--- config.mk ---
export PLATFORM = sky130hd
export DESIGN_NAME = mdu_issue_ctrl_flat
export DESIGN_NICKNAME = d
export VERILOG_FILES = /design/src/rtl/mdu_issue_if.sv /design/src/rtl/mdu_issue_ctrl.sv /design/src/flat_wrapper.sv
export SDC_FILE = /design/constraint.sdc
export NUM_CORES = 1
export LEC_CHECK = 0
export ABC_CLOCK_PERIOD_IN_PS = 1500
export CORE_MARGIN = 1
export CORE_UTILIZATION = 37
export DETAILED_ROUTE_END_ITERATION = 12
export GPL_ROUTABILITY_DRIVEN = 1
export PLACE_DENSITY = 0.72
export SETUP_SLACK_MARGIN = 0.3
export SLEW_MARGIN = 20
export SYNTH_ARGS = -nofsm -noshare
export SYNTH_HDL_FRONTEND = slang
export SYNTH_SLANG_ARGS = --single-unit
--- constraint.sdc ---
create_clock -name clk -period 1.5 [get_ports clk]
set_input_delay 0.15 -clock clk [delete_from_list [all_inputs] [get_ports clk]]
set_output_delay 0.15 -clock clk [all_outputs]
set_load 0.005 [all_outputs]
--- src/rtl/mdu_issue_if.sv ---
// Bundles the E-stage decode, pipeline control and MDU status signals of the MDU issue controller.
// The controller connects through the slave modport. The pipeline/MDU side connects through the master modport.
interface mdu_issue_if #(
  parameter int CNT_W = 4
);
  logic             e_valid;
  logic             e_md;
  logic             e_div;
  logic             e_mt;
  logic             e_mf;
  logic             flush;
  logic             hold;
  logic             mdu_busy;
  logic             mdu_en;
  logic             stall;
  logic             busy_trk;
  logic [CNT_W-1:0] cnt;
  logic [1:0]       state;
  logic             mismatch;

  modport slave (
    input  e_valid, e_md, e_div, e_mt, e_mf, flush, hold, mdu_busy,
    output mdu_en, stall, busy_trk, cnt, state, mismatch
  );

  modport master (
    output e_valid, e_md, e_div, e_mt, e_mf, flush, hold, mdu_busy,
    input  mdu_en, stall, busy_trk, cnt, state, mismatch
  );
endinterface

--- src/rtl/mdu_issue_ctrl.sv ---
// E-stage issue/interlock controller for the multiply/divide unit.
// It tracks the fixed-latency MDU busy window and stalls the pipeline on HI/LO hazards.
module mdu_issue_ctrl #(
  parameter int MULT_CYCLES = 5,
  parameter int DIV_CYCLES  = 10,
  parameter int CNT_W       = 4
) (
  input  logic        clk,
  input  logic        reset,
  mdu_issue_if.slave  bus
);

  typedef enum logic [1:0] {
    IDLE     = 2'b00,
    MULT_RUN = 2'b01,
    DIV_RUN  = 2'b10
  } state_e;

  localparam logic [CNT_W-1:0] MULT_LOAD = CNT_W'(MULT_CYCLES);
  localparam logic [CNT_W-1:0] DIV_LOAD  = CNT_W'(DIV_CYCLES);
  localparam logic [CNT_W-1:0] CNT_ONE   = CNT_W'(1);

  state_e           state_q, state_d;
  logic [CNT_W-1:0] cnt_q, cnt_d;
  logic             mismatch_q, mismatch_d;

  logic busy_trk;
  logic hilo_op;
  logic issue_op;
  logic hazard;
  logic mdu_en;
  logic stall;

  assign busy_trk = (state_q != IDLE);
  assign hilo_op  = bus.e_md | bus.e_mt | bus.e_mf;
  // mf reads HI/LO directly once the window closes, so it never needs the MDU enable.
  assign issue_op = bus.e_md | bus.e_mt;
  assign hazard   = bus.e_valid & hilo_op & busy_trk;

  // Async reset clears state_q immediately. The explicit reset term also holds the pulses low
  // while reset is active.
  assign stall  = ~reset & hazard & ~bus.flush;
  assign mdu_en = ~reset & bus.e_valid & issue_op & ~busy_trk & ~bus.flush & ~bus.hold;

  always_comb begin
    state_d = state_q;
    cnt_d   = cnt_q;
    unique case (state_q)
      IDLE: begin
        // e_md wins over a simultaneous e_mt. An mt issue writes HI/LO without starting a window.
        if (mdu_en && bus.e_md) begin
          if (bus.e_div) begin
            state_d = DIV_RUN;
            cnt_d   = DIV_LOAD;
          end else begin
            state_d = MULT_RUN;
            cnt_d   = MULT_LOAD;
          end
        end
      end
      MULT_RUN, DIV_RUN: begin
        // The MDU cannot abort, so flush has no effect here. A zero count is treated as done.
        if (cnt_q <= CNT_ONE) begin
          state_d = IDLE;
          cnt_d   = '0;
        end else begin
          cnt_d = cnt_q - CNT_ONE;
        end
      end
      default: begin
        state_d = IDLE;
        cnt_d   = '0;
      end
    endcase
  end

  assign mismatch_d = mismatch_q | (busy_trk != bus.mdu_busy);

  always_ff @(posedge clk or posedge reset) begin
    if (reset) begin
      state_q    <= IDLE;
      cnt_q      <= '0;
      mismatch_q <= 1'b0;
    end else begin
      state_q    <= state_d;
      cnt_q      <= cnt_d;
      mismatch_q <= mismatch_d;
    end
  end

  assign bus.mdu_en   = mdu_en;
  assign bus.stall    = stall;
  assign bus.busy_trk = busy_trk;
  assign bus.cnt      = cnt_q;
  assign bus.state    = state_q;
  assign bus.mismatch = mismatch_q;

endmodule

--- src/flat_wrapper.sv ---
// flat-port wrapper written by rule: the top's interface ports become plain ports
module mdu_issue_ctrl_flat 
#(
  parameter int MULT_CYCLES = 5,
  parameter int DIV_CYCLES  = 10,
  parameter int CNT_W       = 4
)
  (clk, reset, bus_e_valid, bus_e_md, bus_e_div, bus_e_mt, bus_e_mf, bus_flush, bus_hold, bus_mdu_busy, bus_mdu_en, bus_stall, bus_busy_trk, bus_cnt, bus_state, bus_mismatch);
  mdu_issue_if #(.CNT_W(CNT_W)) bus_i ();
  input  logic clk;
  input  logic reset;
  input wire logic [$bits(bus_i.e_valid)-1:0] bus_e_valid;
  input wire logic [$bits(bus_i.e_md)-1:0] bus_e_md;
  input wire logic [$bits(bus_i.e_div)-1:0] bus_e_div;
  input wire logic [$bits(bus_i.e_mt)-1:0] bus_e_mt;
  input wire logic [$bits(bus_i.e_mf)-1:0] bus_e_mf;
  input wire logic [$bits(bus_i.flush)-1:0] bus_flush;
  input wire logic [$bits(bus_i.hold)-1:0] bus_hold;
  input wire logic [$bits(bus_i.mdu_busy)-1:0] bus_mdu_busy;
  output wire logic [$bits(bus_i.mdu_en)-1:0] bus_mdu_en;
  output wire logic [$bits(bus_i.stall)-1:0] bus_stall;
  output wire logic [$bits(bus_i.busy_trk)-1:0] bus_busy_trk;
  output wire logic [$bits(bus_i.cnt)-1:0] bus_cnt;
  output wire logic [$bits(bus_i.state)-1:0] bus_state;
  output wire logic [$bits(bus_i.mismatch)-1:0] bus_mismatch;
  assign bus_i.e_valid = bus_e_valid;
  assign bus_i.e_md = bus_e_md;
  assign bus_i.e_div = bus_e_div;
  assign bus_i.e_mt = bus_e_mt;
  assign bus_i.e_mf = bus_e_mf;
  assign bus_i.flush = bus_flush;
  assign bus_i.hold = bus_hold;
  assign bus_i.mdu_busy = bus_mdu_busy;
  assign bus_mdu_en = bus_i.mdu_en;
  assign bus_stall = bus_i.stall;
  assign bus_busy_trk = bus_i.busy_trk;
  assign bus_cnt = bus_i.cnt;
  assign bus_state = bus_i.state;
  assign bus_mismatch = bus_i.mismatch;
  mdu_issue_ctrl #(.MULT_CYCLES(MULT_CYCLES), .DIV_CYCLES(DIV_CYCLES), .CNT_W(CNT_W)) u_core (.clk(clk), .reset(reset), .bus(bus_i));
endmodule
==> impl_metrics.toml, run 1 <==
[setup_path]
timing.rr.start = "u_core.bus.state[1]"
critPathLaunchType = "register"
reg2reg_depth = 9
crit_type = "reg -> reg"
cp_cell_sequence = "inv_1 > ha_2 > buf_6 > buf_6 > inv_6 > a21oi_4 > buf_4 > buf_6 > a211o_1"
cp_slowest_cell = "dfrtp_1"
critPathMaxStageDelay_ns = 0.35
cp_max_fo = 6
crit_top_cell = "buf_6"
startpoint = "u_core.bus.state[1]"
worstPathArrival_ns = 1.73
required_ns = 1.65
worst_setup_path_end_kind = "register"

[final_layout]
layout-area-overhead-vs-synth_pct = 105.6
antennaDiodeCount = 0
layout_common_cells = "buf_4 (14), buf_6 (11), clkdlybuf4s50_1 (7)"
layout-drive-gt1-share = 0.5567
final_common_cell = "buf_4"
utilization = 0.8144
fin_area_sq_mm = 0.001060
instances_no_fill = 112
nets = 112

[power]
power_mw = 1.797
cellLeakagePower_nw = 0.4620
peakVddDrop_v = 0.0009675
power_density_mw_per_mm2 = 1696

[drt]
vias = 646
vias_per_cell = 5.768
ant_nets = 0
routed_wl_mm = 1.871
routed.top_layer = "met4"
wl_per_cell_microns = 16.71
dr.pass1.iters = 4
dr_wl_met2_microns = 992
first_iter_violations = 6
wl_met1_microns = 736
route.detailed.drc = 0
dr_wl_met3_microns = 77

[logic_synthesis]
avgSynthCellArea_sq_um = 9.726
synth_ff_type = "dfrtp_1"
synth_seq_cells = 7
syn_nets = 67
ys_seq_area_frac = 0.3398
syn_area_sq_um = 515.5
synth_cell_type_count = 26
ys_warn_count = 0
async_reset_ff_frac = 1.000
synth_edf_count = 0
syn_inst = 53

[die]
rows = 13
die_area_sq_mm = 0.001546
die_x_microns = 39.33
start_util = 0.3962
core_sq_mm = 0.001301
die_h_microns = 39.33
io_pins = 20

[run_status]
status = "finished, violations left"
violations = "negative setup slack"

[place]
place_ws_ns = -0.2875
place_area_sq_um = 805.8
hpwl_mm = 1.001
port_buffers = 19
gp_congestion = 0.6939
dp_cells = 94

[sta]
fin_skew_ns = 0.003905
relSlewSlack = 0.8013
setup_viol = 7
rsz0062_at_grt = "true"
worstMarginPinSlew_ns = 0.2978
slew_viol_final = 0
hold_viol_final = 0
post-route-period-util = 1.055
fin_ws_ns = -0.08296
fmaxAchievable_ghz = 0.6317
fin_crit_ns = 1.583

[cts]
path_clk_slew_ns = 0.06
tritoncts = "yes"
cts_made_buffers = 3
cts_root_buf = "clkbuf_4"
cts_hold_buf = 0
htree_levels = 1
clock_latency_ns = 0.26
clock_path_buffers = 2
cts.sinks = 7

[global_routing]
grt_usage = 0.2491
grt_pass1_vias = 566
grt_start_max_net_pins = 9
grt_pass1_wl_mm = 2.470
antenna_found_initial = 0
grt_overflow = 0

[job]
maxCapViolCount = 0

[min_path]
hold_class = "in -> async"
[cell type report]
cell class / instances / area (sq um)
flip-flops and latches: 7 / 178.9
well taps: 15 / 18.77
multi-input cells: 38 / 420.4
clock buffers: 4 / 26.28
inverters: 6 / 27.53
repair buffers: 42 / 387.9
fillers: 76 / 241.5
[registers in the layout, summed over array words and instances, names as in the netlist]
signal and flops:
u_core.bus.cnt 4, u_core.bus.state 2, u_core.bus.mismatch 1
[synthesized netlist by cell type (2+ instances only)]
master    n  area share
nor4_1    3       0.036
nand4b_1  2       0.034
o31a_1    2       0.034
a211o_1   2       0.034
nand2b_1  2       0.024
inv_1     6       0.044
ha_1      4       0.097
nor3_1    3       0.029
nand2_1   2       0.015
dfrtp_1   7        0.34
a311o_1   2       0.039
o21ai_0   4       0.039
[cells by family after synthesis]
family | synth area share
and+or+nand+nor | 0.2500
AOI/OAI and AO/OA | 0.2355
buffers and inverters | 0.06066
xor gates and xnor gates | 0.01699
adders and majority gates | 0.09709
DFF | 0.3398
[through the flow]
| stage | setup TNS [ns] | hold slack (ns) |
|---|---|---|
| global placement | -1.139 | 0.4530 |
| CTS | -0.1297 | 0.05848 |
| finish | -0.3697 | 0.07703 |
| detailed placement | -1.349 | 0.4616 |
| floorplan | 0 | -0.04660 |
| global route | -0.6944 | 0.1059 |
[power by group]
group	leakage [nW]	internal (mW)	total [mW]	switching, mW
Sequential	0.0838	0.256	0.334	0.0780
Combinational	0.363	0.732	1.28	0.546
Clock	0.0150	0.102	0.185	0.0831
Total	0.462	1.09	1.80	0.707
[metal layers]
| metal | up-vias | GRT usage |
|---|---|---|
| li1 | 292 | - |
| met3 | 10 | 0.08523 |
| met2 | 24 | 0.4417 |
| met4 | 0 | 0.05172 |
| met1 | 320 | 0.2867 |
| met5 | - | 0 |
[critical path: cells and delay by family (launching register included)]
kind                       cells  cell delay [ns]
adders and majority gates      1             0.19
DFF                            1             0.35
AOI/OAI and AO/OA              2             0.34
buffers and inverters          6             0.59
[what timing repair did]
action,in CTS,in global routing
gates cloned,0,0
pin swaps,6,6
setup endpoints to repair,16,14
gates resized for setup,54,10
setup buffers,11,3
[path summary, 6_finish.rpt]
kind,end,slack (ns)
setup / recovery,u_core.bus.cnt[2],-0.08
hold / removal,u_core.bus.state[1],0.08
setup reg to reg,u_core.bus.cnt[2],-0.08
hold reg to reg,u_core.bus.mismatch,0.47
max in group asynchronous,u_core.bus.cnt[0],1.17
min in group clk,u_core.bus.mismatch,0.47
(Power assumes the default switching activity.)
==> run 2, diff against run 1 <==
--- a/config.mk
+++ b/config.mk
@@ -8,8 +8,11 @@
 export ABC_CLOCK_PERIOD_IN_PS = 1500
 export CORE_MARGIN = 1
 export CORE_UTILIZATION = 37
+export CTS_CLUSTER_DIAMETER = 50
+export CTS_CLUSTER_SIZE = 16
 export DETAILED_ROUTE_END_ITERATION = 12
 export GPL_ROUTABILITY_DRIVEN = 1
+export HOLD_SLACK_MARGIN = 0.08
 export PLACE_DENSITY = 0.72
 export SETUP_SLACK_MARGIN = 0.3
 export SLEW_MARGIN = 20
==> impl_metrics.toml, run 2 (synthesis results as in run 1) <==
[run_status]
status = "finished, violations left"
violations = "negative setup slack"

[cts]
path_clk_slew_ns = 0.06
tritoncts = "yes"
cts_root_buf = "clkbuf_4"
cts_made_buffers = 3
clock_latency_ns = 0.26
clock_path_buffers = 2
cts.sinks = 7
htree_levels = 1

[final_layout]
antennaDiodeCount = 0
nets = 111
final_common_cell = "buf_4"
layout-area-overhead-vs-synth_pct = 101.9
layout-drive-gt1-share = 0.5417
layout_common_cells = "buf_4 (14), buf_6 (10), clkdlybuf4s50_1 (7)"
largest_reg_flops = 4
utilization = 0.8000

[drt]
wl_per_cell_microns = 15.52
vias_per_cell = 5.640
dr_wl_met2_microns = 914
first_iter_violations = 8
routed_wl_mm = 1.723
vias = 626
dr.pass1.iters = 4
wl_met1_microns = 689
dr_wl_met3_microns = 84
routed.top_layer = "met4"
ant_nets = 0
route.detailed.drc = 0

[setup_path]
worstPathArrival_ns = 1.72
required_ns = 1.64
worst_setup_path_end_kind = "register"
cp_max_fo = 6
critPathLaunchType = "register"
crit_type = "reg -> reg"

[die]
start_util = 0.3962
die_area_sq_mm = 0.001546
core_sq_mm = 0.001301
die_x_microns = 39.33
die_h_microns = 39.33
io_pins = 20
rows = 13

[global_routing]
grt_pass1_vias = 592
grt_start_max_net_pins = 9
grt_usage = 0.2599
antenna_found_initial = 0
grt_overflow = 0
grt_pass1_wl_mm = 2.566

[power]
power_mw = 1.706
peakVddDrop_v = 0.0009770
cellLeakagePower_nw = 0.4537
power_density_mw_per_mm2 = 1639

[sta]
fmaxAchievable_ghz = 0.6363
setup_tns_ns = -0.1973
fin_skew_ns = 0.001363
slew_viol_final = 0
fin_crit_ns = 1.572
hold_viol_final = 0
relSlewSlack = 0.7961
fin_ws_ns = -0.07153
setup_viol = 4
worstMarginPinSlew_ns = 0.3055
post-route-period-util = 1.048
rsz0062_at_grt = "true"
timing.hold.ws_ns = 0.4701

[place]
place_ws_ns = -0.2875
hpwl_mm = 1.001
gp_congestion = 0.6939
port_buffers = 19

[job]
maxCapViolCount = 0

[min_path]
hold_class = "reg -> reg"
run 2: changes by cell type in the layout (fill, tap and decap cells not counted):
| cell | previous run | this run |
|---|---|---|
| buf_6 | 11 | 10 |
| buf_8 | 1 | 0 |
| dlygate4sd3_1 | 0 | 1 |
| inv_4 | 0 | 1 |
| inv_6 | 1 | 0 |
run 2: through the flow:
step,cell area (sq um),cells
global route,1041,111
CTS,1010,110
floorplan,544.3,53
global placement,805.8,94
detailed placement,805.8,94
finish,1041,111
run 2: layout make-up:
cell class	instances	area, sq um
Clock buffer	4	26.28
Fill cell	87	260.3
Inverter	6	25.02
Multi-Input combinational cell	38	420.4
Sequential cell	7	178.9
Tap cell	15	18.77
Timing Repair Buffer	41	371.6
run 2: critical path, cell delays in order (launching register included):
cell and delay [ns]:
dfrtp_1 0.37, inv_1 0.06, ha_2 0.18, buf_4 0.11, buf_6 0.10, inv_4 0.04
a21oi_4 0.23, nor4_2 0.08, a311o_1 0.28
run 2: per-layer routing:
layer  vias to the layer above  GRT usage
met3                         6    0.09091
met2                        25     0.4750
met5                         -          0
met4                         0    0.06897
met1                       306     0.2796
li1                        289          -
run 2: worst paths after layout:
check                                     from                   to  slack, ns  cells after the start
min in group asynchronous                reset    u_core.bus.cnt[1]       0.62                      3
max in group asynchronous                reset    u_core.bus.cnt[2]       0.63                      3
max reg2reg                u_core.bus.state[1]    u_core.bus.cnt[0]      -0.07                      8
max                        u_core.bus.state[1]    u_core.bus.cnt[0]      -0.07                      8
min                        u_core.bus.mismatch  u_core.bus.mismatch       0.47                      1
min reg2reg                u_core.bus.mismatch  u_core.bus.mismatch       0.47                      1
run 2: what timing repair did:
item,in CTS,in global routing
gates cloned,0,0
pin swaps,6,2
setup buffers,11,1
setup endpoints to repair,16,14
resized for setup,54,6
endpoints found under the hold margin,7,0
hold buffers,1,0
run 2: power breakdown:
part	internal (mW)	switching, mW
logic	0.673	0.520
registers	0.256	0.0728
clock network	0.102	0.0822
